### src/rtl/rv32_pkg.sv
// Shared RV32I definitions for the instruction encoder/writer.
// Contents:
//   OP_*            7-bit base opcodes accepted by the encoder
//   writer_state_t  instruction-memory writer states
package rv32_pkg;

    localparam logic [6:0] OP_LOAD   = 7'h03;
    localparam logic [6:0] OP_IMM    = 7'h13;
    localparam logic [6:0] OP_AUIPC  = 7'h17;
    localparam logic [6:0] OP_STORE  = 7'h23;
    localparam logic [6:0] OP_REG    = 7'h33;
    localparam logic [6:0] OP_LUI    = 7'h37;
    localparam logic [6:0] OP_BRANCH = 7'h63;
    localparam logic [6:0] OP_JALR   = 7'h67;
    localparam logic [6:0] OP_JAL    = 7'h6F;

    typedef enum logic [1:0] {
        IDLE  = 2'd0,
        ARMED = 2'd1,
        WRITE = 2'd2,
        FULL  = 2'd3
    } writer_state_t;

endpackage

### src/rtl/instr_pack.sv
// Combinational RV32I field packer: the inverse of the core's field decoder.
// Ports:
//   op, func, op_2   opcode, funct3, funct7
//   rd, rs1, rs2     register indices
//   imm              20-bit immediate in the decoder's packed layout
//   word             encoded 32-bit instruction (0 when illegal)
//   legal            1 when op is one of the supported base opcodes
module instr_pack
    import rv32_pkg::*;
(
    input  logic [6:0]  op,
    input  logic [2:0]  func,
    input  logic [6:0]  op_2,
    input  logic [4:0]  rd,
    input  logic [4:0]  rs1,
    input  logic [4:0]  rs2,
    input  logic [19:0] imm,
    output logic [31:0] word,
    output logic        legal
);

    always_comb begin
        word  = 32'h0;
        legal = 1'b1;
        case (op)
            OP_REG:
                word = {op_2, rs2, rs1, func, rd, op};
            // Shift-immediates carry funct7 in imm[11:5], so no special case.
            OP_LOAD, OP_IMM, OP_JALR:
                word = {imm[11:0], rs1, func, rd, op};
            OP_STORE:
                word = {imm[11:5], rs2, rs1, func, imm[4:0], op};
            // Branch/jump immediates are already bit-scrambled by the decoder
            // layout; these concatenations just put each piece back in place.
            OP_BRANCH:
                word = {imm[11], imm[9:4], rs2, rs1, func, imm[3:0], imm[10], op};
            OP_JAL:
                word = {imm[19], imm[9:0], imm[10], imm[18:11], rd, op};
            OP_LUI, OP_AUIPC:
                word = {imm, rd, op};
            default: begin
                word  = 32'h0;
                legal = 1'b0;
            end
        endcase
    end

endmodule

### src/rtl/instr_encode_writer.sv
// Encodes RV32I field bundles and writes them to instruction memory at
// consecutive word addresses, starting from base_addr after each start.
// Ports:
//   clk, rst            clock, async active-high reset
//   start, base_addr    arm the writer at a (word-aligned) base address
//   in_valid/in_ready   field bundle handshake
//   op..imm             instruction fields
//   mem_we/mem_ack      write request held until acknowledged
//   mem_addr/mem_wdata  write address and encoded word
//   count, full         words written since start; count reached DEPTH
//   err_illegal         one-cycle pulse after an unsupported opcode is consumed
//
// state | meaning
// IDLE  | waiting for first start after reset
// ARMED | accepting a field bundle
// WRITE | mem_we held, waiting for mem_ack
// FULL  | DEPTH words written, waiting for start
module instr_encode_writer
    import rv32_pkg::*;
#(
    parameter int ADDR_W = 32,
    parameter int DEPTH  = 1024
) (
    input  logic              clk,
    input  logic              rst,
    input  logic              start,
    input  logic [ADDR_W-1:0] base_addr,
    input  logic              in_valid,
    output logic              in_ready,
    input  logic [6:0]        op,
    input  logic [2:0]        func,
    input  logic [6:0]        op_2,
    input  logic [4:0]        rd,
    input  logic [4:0]        rs1,
    input  logic [4:0]        rs2,
    input  logic [19:0]       imm,
    output logic              mem_we,
    output logic [ADDR_W-1:0] mem_addr,
    output logic [31:0]       mem_wdata,
    input  logic              mem_ack,
    output logic [ADDR_W-1:0] count,
    output logic              full,
    output logic              err_illegal
);

    writer_state_t     state;
    logic [ADDR_W-1:0] next_addr;
    logic [ADDR_W-1:0] base_aligned;
    logic [ADDR_W-1:0] count_inc;
    logic [31:0]       packed_word;
    logic              packed_legal;

    assign base_aligned = {base_addr[ADDR_W-1:2], 2'b00};
    assign count_inc    = count + ADDR_W'(1);

    // start wins over a bundle offered in the same ARMED cycle.
    assign in_ready = (state == ARMED) && !start;

    instr_pack u_pack (
        .op    (op),
        .func  (func),
        .op_2  (op_2),
        .rd    (rd),
        .rs1   (rs1),
        .rs2   (rs2),
        .imm   (imm),
        .word  (packed_word),
        .legal (packed_legal)
    );

    always_ff @(posedge clk or posedge rst) begin
        if (rst) begin
            state       <= IDLE;
            next_addr   <= '0;
            mem_we      <= 1'b0;
            mem_addr    <= '0;
            mem_wdata   <= 32'h0;
            count       <= '0;
            full        <= 1'b0;
            err_illegal <= 1'b0;
        end else begin
            err_illegal <= 1'b0;
            case (state)
                IDLE: begin
                    if (start) begin
                        next_addr <= base_aligned;
                        count     <= '0;
                        state     <= ARMED;
                    end
                end
                ARMED: begin
                    if (start) begin
                        next_addr <= base_aligned;
                        count     <= '0;
                    end else if (in_valid) begin
                        if (packed_legal) begin
                            mem_wdata <= packed_word;
                            mem_addr  <= next_addr;
                            mem_we    <= 1'b1;
                            state     <= WRITE;
                        end else begin
                            err_illegal <= 1'b1;
                        end
                    end
                end
                WRITE: begin
                    if (mem_ack) begin
                        mem_we    <= 1'b0;
                        next_addr <= mem_addr + ADDR_W'(4);
                        count     <= count_inc;
                        if (count_inc == ADDR_W'(DEPTH)) begin
                            full  <= 1'b1;
                            state <= FULL;
                        end else begin
                            state <= ARMED;
                        end
                    end
                end
                FULL: begin
                    if (start) begin
                        next_addr <= base_aligned;
                        count     <= '0;
                        full      <= 1'b0;
                        state     <= ARMED;
                    end
                end
                default: state <= IDLE;
            endcase
        end
    end

endmodule

### config.mk
export PLATFORM = sky130hd
export DESIGN_NAME = instr_encode_writer
export DESIGN_NICKNAME = d
export VERILOG_FILES = /design/src/rtl/rv32_pkg.sv /design/src/rtl/instr_pack.sv /design/src/rtl/instr_encode_writer.sv
export SDC_FILE = /design/constraint.sdc
export NUM_CORES = 1
export LEC_CHECK = 0
export ABC_CLOCK_PERIOD_IN_PS = 7700
export BUFFER_PORTS_ARGS = -buffer_cell sky130_fd_sc_hd__clkbuf_2
export CORE_MARGIN = 3
export CORE_UTILIZATION = 45
export CTS_BUF_LIST = sky130_fd_sc_hd__clkbuf_8
export DETAILED_ROUTE_END_ITERATION = 10
export HOLD_SLACK_MARGIN = 0.06
export PLACE_DENSITY = 0.71
export REMOVE_ABC_BUFFERS = 1
export SLEW_MARGIN = 10
export SYNTH_ARGS = -nofsm -noshare
export SYNTH_HDL_FRONTEND = slang
export SYNTH_HIERARCHICAL = 1
export SYNTH_SLANG_ARGS = --single-unit
### constraint.sdc
create_clock -name clk -period 7.7 [get_ports clk]
set_input_delay 1.155 -clock clk [delete_from_list [all_inputs] [get_ports clk]]
set_output_delay 1.155 -clock clk [all_outputs]
set_load 0.02 [all_outputs]
After elaboration in Yosys (flattened, before gate mapping)

Index checks and enable logic that the tools add are counted.

Register bits: 133
Input bits: 89
Output and inout port bits: 100
Logic and storage cells: 75

Add/subtract/negate cells: 2
Eq/ne operators: 21
Mux-type cells: 28
Bitwise operators: 1
Reduce and logical (&&, ||, !) cells: 15

Operators with widths:

| kind                                                                    | count |
|---|---|
| 32-bit case mux with 6 select lines                                     | 1 |
| 32-bit two-way mux                                                      | 4 |
| 32-bit case mux with 2 select lines                                     | 2 |
| 32-bit by 1-bit adder with 32-bit output, second input constant         | 1 |
| 32-bit by 3-bit adder with 32-bit output, second input constant         | 1 |
| 32-bit by 11-bit == test with 1-bit output, second input constant       | 1 |
| 7-bit by 6-bit == test with 1-bit output, second input constant         | 3 |
| 7-bit == test, second input constant                                    | 3 |
| 7-bit by 5-bit == test with 1-bit output, second input constant         | 2 |
| 1-bit two-way mux                                                       | 12 |
| 2-bit two-way mux                                                       | 6 |
| 2-bit inequality test, second input constant                            | 6 |
| 5-bit AND reduction                                                     | 2 |
| 9-bit OR reduction                                                      | 1 |
| 4-bit AND reduction                                                     | 2 |
| 7-bit by 2-bit == test with 1-bit output, second input constant         | 1 |
| 2-bit case mux with 3 select lines                                      | 1 |
| 3-bit OR reduction                                                      | 2 |
| 2-bit == test, second input constant                                    | 2 |
| 2-bit by 1-bit inequality test with 1-bit output, second input constant | 2 |
| 1-bit case mux with 2 select lines                                      | 2 |
| 2-bit nonzero test                                                      | 2 |
| 2-bit OR reduction                                                      | 2 |
| 2-bit by 1-bit == test with 1-bit output, second input constant         | 1 |
| other kinds (5)                                                         | 5 |

Logic depth before layout (Yosys ltp)

Gate-level depths: netlist of run 1.

Depth after elaboration: 7
Depth in mapped cells: 10
Gate-level depth less buffers: 9

Modules after synthesis

Netlist of run 1, hierarchy kept.

Modules (own cells, without submodules):

| module              | instances | cells each | area each (µm²) | seq. area each (µm²) |
|---|---|---|---|---|
| instr_encode_writer | 1         | 714        | 7,034.2         | 3,328.2 |
| instr_pack          | 1         | 107        | 749.5           | 0.0 |

Least setup slack after synthesis of run 1

OpenSTA, ideal clock, no wires.

Kind: input port to flip-flop
From: input port op[2]
To: register mem_addr[0]
Setup time: 0.125 ns
Arrival time: 2.749 ns
Required time: 7.575 ns
Path slack: 4.826 ns
Stages: 7
Path buffers: 2
Path through: buf_2 inv_1 o21ai_0 a21oi_1 nand3_1 clkbuf_1 mux2_2

Cells in the longest elaborated chain, start to end: 4
Elaborated cells between the ends (all ways): 12
Classes of those cells: 9 x eq/ne; 1 x mux; 2 x reduce/logical

RTL lines:

| element                                                          | RTL line                  | source |
|---|---|---|
| start, declared                                                  | instr_encode_writer.sv:30 | `input logic [6:0] op,` |
| 7-bit by 6-bit == test with 1-bit output (tied with other cells) | instr_pack.sv:25          | `case (op)` |
| 9-bit OR reduction (no source line) (*)                          | --                        |  |
| 1-bit two-way mux (*)                                            | instr_pack.sv:25          |  |
| named net packed_legal                                           | instr_encode_writer.sv:51 | `logic packed_legal;` |
| 4-bit AND reduction (no source line) (*)                         | --                        |  |
| end signal, assigned                                             | instr_encode_writer.sv:98 | `mem_addr <= next_addr;` |
| end, declared                                                    | instr_encode_writer.sv:38 | `output logic [ADDR_W-1:0] mem_addr,` |

The timed path passes the listed nets; every way through them passes the cells marked *.
A chain may end at the register's enable or synchronous reset.

Worst setup path after layout of run 1

From: register state[0]
To: register count[30]

Cells in the longest elaborated chain, start to end: 4
Elaborated cells between the ends (all ways): 9
Classes of those cells: 5 x eq/ne; 1 x mux; 3 x reduce/logical

RTL lines:

| element                                                           | RTL line                   | source |
|---|---|---|
| start, declared                                                   | instr_encode_writer.sv:46  | `writer_state_t state;` |
| start signal, assigned                                            | instr_encode_writer.sv:73  | `state <= IDLE;` |
| start signal, assigned                                            | instr_encode_writer.sv:88  | `state <= ARMED;` |
| start signal, assigned                                            | instr_encode_writer.sv:100 | `state <= WRITE;` |
| 2-bit by 1-bit == test with 1-bit output (tied with other cells)  | instr_encode_writer.sv:83  | `case (state)` |
| 3-bit OR reduction (no source line)                               | --                         |  |
| 2-bit by 1-bit inequality test with 1-bit output (no source line) | --                         |  |
| 2-bit AND reduction (no source line)                              | --                         |  |
| end signal, assigned                                              | instr_encode_writer.sv:110 | `count <= count_inc;` |
| end, declared                                                     | instr_encode_writer.sv:41  | `output logic [ADDR_W-1:0] count,` |

Parallel ways exist; a longest one is shown, timed or not.

==> results of run 1 <==
final cells by class:
| class | count | area (µm²) | share of cell area |
|---|---|---|---|
| clock buffers | 17 | 234.0 | 0.02568 |
| clock inverters | 15 | 180.2 | 0.01977 |
| inverters | 22 | 87.58 | 0.009611 |
| multi-input cells | 612 | 4054 | 0.4449 |
| flip-flops and latches | 133 | 3328 | 0.3652 |
| well taps | 220 | 275.3 | 0.03021 |
| repair buffers | 189 | 953.4 | 0.1046 |
placed cells by master (no fill, tap or decap), types with 5 or more instances in the layout:
cell        netlist  routed
clkbuf_2          1     186
dfrtp_1         133     133
nand2_1         112     111
o21ai_0          75      75
mux2_2           64      64
nor2_1           46      46
a21oi_1          45      45
nand4_1          27      27
xor2_1           24      24
inv_1            21      21
nand3_1          21      20
xnor2_1          19      19
clkbuf_8          2      17
mux2i_1          16      16
a31oi_1          15      15
nor3_1           14      14
o31ai_1           9       9
a222oi_1          8       8
and4_1            7       7
and3_1            7       7
a32oi_1           6       6
and2_1            6       6
ha_1              7       6
a22o_1            6       6
a221o_1           6       6
nor4_1            5       5
clkinvlp_4        0       5
a22oi_1           5       5
o2bb2ai_1         5       5
worst max-delay path: stages (launching register included):
cell,delay [ns]
dfrtp_1,0.43
inv_1,0.07
ha_2,0.19
inv_2,0.70
nand2_1,0.64
nand2_2,0.39
buf_4,0.51
nor3_1,0.11
a21oi_1,0.13
o21ai_0,0.08
report_power, final:
part / leakage (nW) / total (mW) / internal, mW / switching [mW]
clock: 0.196 / 0.614 / 0.322 / 0.292
sequential: 1.79 / 0.953 / 0.831 / 0.122
combinational: 2.37 / 0.580 / 0.213 / 0.367
total: 4.35 / 2.15 / 1.37 / 0.781
logic make-up after synthesis:
| logic type | count (synthesis) |
|---|---|
| compound gates | 202 |
| xor+xnor | 43 |
| fa+ha+maj | 7 |
| buf+inv | 76 |
| flops | 133 |
| mux | 80 |
| simple gates | 280 |
sequential cells by signal (all words and copies together) (netlist names):
signal,count
count,32
mem_addr,32
mem_wdata,32
next_addr,32
state,2
err_illegal,1
full,1
mem_we,1
stage by stage:
| stage | hold slack, ns | std cells | power [mW] | utilization |
|---|---|---|---|---|
| finish | 0.4637 | 1208 | 2.147 | 0.5437 |
| floorplan | 0.4348 | 767 | 1.326 | - |
| global placement | 0.4471 | 1176 | 1.530 | 0.5190 |
| detailed placement | 0.4528 | 1176 | 1.551 | 0.5190 |
| global route | 0.4955 | 1208 | 2.285 | 0.5437 |
| CTS | 0.4697 | 1208 | 2.172 | 0.5437 |
worst max-delay path by stage:
stage	from	endpoint	slack, ns	cells past startpoint
after global routing	state[0]	count[30]	4.04	9
after CTS	state[0]	count[30]	4.27	9
after global placement	op[6]	mem_wdata[25]	3.94	6
after detailed placement	op[6]	mem_addr[19]	3.91	6
final	state[0]	count[30]	4.27	9
after floorplan	rst	count[0]	2.99	1
layer usage:
layer	GRT usage	part of all wire
met1	0.2931	0.44
met5	0	0
met2	0.3511	0.46
met3	0.05077	0.077
met4	0.07650	0.018
==> impl_metrics.tcl, run 1 <==
set metrics [dict create \
    vdd_ir_drop_max_uv 141.9 \
    grt_usage 0.2196 \
    status "finished, final reports clean" \
    synth_area_per_cell_um2 9.481 \
    htreeDepth 4 \
    finalCritPeriodShare 0.4448 \
    route.detailed.drc 0 \
    worst_pin_slew_ns 1.173 \
    antenna_found_initial 0 \
    yosysTopAreaCell "dfrtp_1" \
    grt_pass1_wl_um 32980 \
    synth_most_common_cell "dfrtp_1" \
    pin_count 189 \
    synth_seq_cells 133 \
    grt_overflow 0 \
    dp_slack_ns 3.908 \
    synth_top_area_frac 0.4276 \
    fp.dieH_um 137.5 \
    place_congestion 0.8755 \
    cellPowerDensity_nw_per_um2 235.6 \
    hold_class "reg2reg" \
    cts_resized 0 \
    path_max_fanout 58 \
    tritoncts "done" \
    yosysWarnings 6 \
    root_buffer "clkbuf_8" \
    synth_top_family_by_area "simple AND/OR/NAND/NOR gates" \
    drt_iter0_markers 403 \
    synth_top_flop_cell "dfrtp_1" \
    maxCapViolations 0 \
    finalHoldViolations 0 \
    antennaDiodeCount 0 \
    hpwlAfterDp_um 14240 \
    grt_max_degree 76 \
    dr.pass1.iters 5 \
    regToRegStartpoint "state[0]" \
    yosys-top-cells-count "dfrtp_1 (133), nand2_1 (112), o21ai_0 (75), mux2_2 (64), nor2_1 (46)" \
    cts.clk_slew.worst_paths_ns 0.08 \
    drive_above_1_share 0.3107 \
    die_w_um 137.5 \
    async_flop_share 1.000 \
    crit_type "reg2reg" \
    placed_area_um2 8698 \
    reg2reg_depth 9 \
    whs_endpoint "next_addr[0]" \
    placementRows 47 \
    ys_types 73 \
    clockBufferDepth 2 \
    yosys-mux-area-fraction 0.1132 \
    r2r-end "count[30]" \
    critPathCaptureType "flop" \
    ant_nets 0 \
    finalSetupViolCount 0 \
    synth-compound-area-share 0.1651 \
    initial_utilization 0.4644 \
    vias_per_cell 5.714 \
    setup-tns-final_ns 0 \
    clock_latency_ns 0.45 \
    yosys-top-cells-area "dfrtp_1 (43%), mux2_2 (9.3%), nand2_1 (5.4%)" \
    grt_pass1_vias 6397 \
    cp_data_arrival_time_ns 3.71 \
    cts.sinks 133 \
    rrSetupSlack_ns 4.27 \
    synthXorXnorAreaFrac 0.04838 \
    hold_buffers 0 \
    numCtsBuffers 17 \
    slew_viol_final 0 \
    required_ns 7.98 \
    fill_cells 1574 \
    min_from "next_addr[0]" \
    fp.coreArea_um2 16760 \
    skew_ns 0.01500 \
    post_cts.repair.setup_buffers 0 \
    wl_per_cell_um 17.24 \
    fin_crit_ns 3.425 \
    via_count 6902 \
    start_kind "flop" \
    wirelength_um 20830 \
    max_slew_margin 0.2149 \
    max_clock_freq_mhz 292.0 \
    area_growth_pct 17.07 \
    synthAdderAreaFrac 0.01125 \
    p_leak_nw 4.354 \
    yosys.area_share.simple 0.1807 \
    io_buffers 186 \
    yosysSeqAreaShare 0.4276 \
    synth_edf_count 0 \
    dieArea_um2 18910 \
    synth_area_um2 7784 \
    fin_nets 1071 \
    fin_ws_ns 4.275 \
    fin_area_um2 9112 \
    rsz0062_at_grt "false" \
    hold_depth 2 \
    synth_cells 821 \
]
No activity file was read; power rests on OpenSTA's default activity.
==> run 2, diff against run 1 <==
- ABC_CLOCK_PERIOD_IN_PS: 7700 -> 3300
- clock period: 7.7 -> 3.3 ns (I/O delays scaled with it)
==> impl_metrics.tcl, run 2 (same netlist as run 1, synthesis figures left out) <==
set metrics [dict create \
    cts_resized 0 \
    fin_util 0.5516 \
    rsz0062_at_grt "false" \
    wl_per_cell_um 17.28 \
    p_leak_nw 4.436 \
    slew_viol_final 0 \
    required_ns 3.64 \
    antenna_found_initial 0 \
    start_kind "flop" \
    worst_pin_slew_ns 0.8729 \
    maxCapViolations 0 \
    via_count 7004 \
    numPlacedInstances 1190 \
    io_buffers 186 \
    placed_area_um2 8841 \
    final_cells 1220 \
    route.detailed.drc 0 \
    grt_max_degree 78 \
    grt_usage 0.2223 \
    holdWs_ns 0.1463 \
    post_cts.repair.setup_buffers 0 \
    tritoncts "done" \
    placementRows 47 \
    fp.coreArea_um2 16760 \
    vdd_ir_drop_max_uv 341.4 \
    root_buffer "clkbuf_8" \
    grt_overflow 0 \
    fin_area_um2 9245 \
    fp.dieH_um 137.5 \
    cp_slowest_stage_delay_ns 0.58 \
    skew_ns 0.01116 \
    mostFrequentLayoutCells "clkbuf_2 (186), dfrtp_1 (133), nand2_1 (111), o21ai_0 (75), mux2_2 (64)" \
    hold_class "in2async" \
    grt_pass1_wl_um 33070 \
    grt_pass1_vias 6363 \
    fin_nets 1085 \
    hpwlAfterDp_um 14850 \
    crit_type "reg2reg" \
    final_common_cell "clkbuf_2" \
    regToRegStartpoint "count[0]" \
    clock_latency_ns 0.45 \
    drt_iter0_markers 453 \
    crit_path_start "count[0]" \
    max_clock_freq_mhz 341.4 \
    dp_slack_ns 0.4049 \
    initial_utilization 0.4644 \
    path_max_fanout 8 \
    cts.sinks 133 \
    finalCritPeriodShare 0.8876 \
    hold_buffers 0 \
    dieArea_um2 18910 \
    crit_chain "ha_1 -> nand3_2 -> or3_2 -> nor3_1 -> xor2_1 -> a2111oi_0 -> and4_1 -> nand4_1 -> o211a_1" \
    area_growth_pct 18.78 \
    die_w_um 137.5 \
    clockBufferDepth 2 \
    finalHoldViolations 0 \
    power_mw 5.054 \
    setup-tns-final_ns 0 \
    fill_cells 1529 \
    pin_count 189 \
    crit_slowest_cell "or3_2" \
    status "finished, final reports clean" \
    drive_above_1_share 0.3200 \
    numCtsBuffers 17 \
    fin_crit_ns 2.929 \
    dr.pass1.iters 5 \
    cp_data_arrival_time_ns 3.27 \
    cellPowerDensity_nw_per_um2 546.7 \
    htreeDepth 4 \
    max_slew_margin 0.4136 \
    ant_nets 0 \
    finalSetupViolCount 0 \
    vias_per_cell 5.741 \
    place_congestion 0.8469 \
    wirelength_um 21080 \
    fin_ws_ns 0.3708 \
    critPathCaptureType "flop" \
    antennaDiodeCount 0 \
    cts.clk_slew.worst_paths_ns 0.08 \
]
==> run 2: layout make-up <==
class                      instances  area (µm²)  share of cell area
multi-input combinational        612        4054              0.4385
inverter                          22       87.58            0.009474
clock buffer                      18       247.7             0.02680
timing repair buffer             203        1096              0.1186
tap                              220       275.3             0.02977
sequential                       133        3328              0.3600
clock inverter                    12       156.4             0.01692
==> run 2: critical path: cells and delay by family, from the launching register on <==
kind	cells	cell delay, ns
flops	1	0.35
simple gates	5	1.46
fa+ha+maj	1	0.37
compound gates	2	0.54
xor+xnor	1	0.10
==> run 2: power by group <==
part / internal, mW / switching (mW)
clock: 0.759 / 0.667
combinational: 0.538 / 0.880
sequential: 1.94 / 0.270
==> run 2: routing by layer <==
layer / vias up / part of all wire / GRT usage
li1: 3329 / - / -
met1: 3381 / 0.43 / 0.2981
met2: 268 / 0.48 / 0.3579
met3: 26 / 0.076 / 0.05698
met4: 0 / 0.013 / 0.06153
met5: - / 0 / 0
==> run 2: worst paths after layout <==
path                       depth (start not counted)  slack (ns)             to
setup / recovery                                   9        0.37           full
hold / removal                                     2        0.15    err_illegal
setup reg to reg                                   9        0.37           full
hold reg to reg                                    2        0.47   next_addr[1]
max in group asynchronous                          3        2.40   mem_addr[16]
min in group clk                                   3        0.29  next_addr[24]
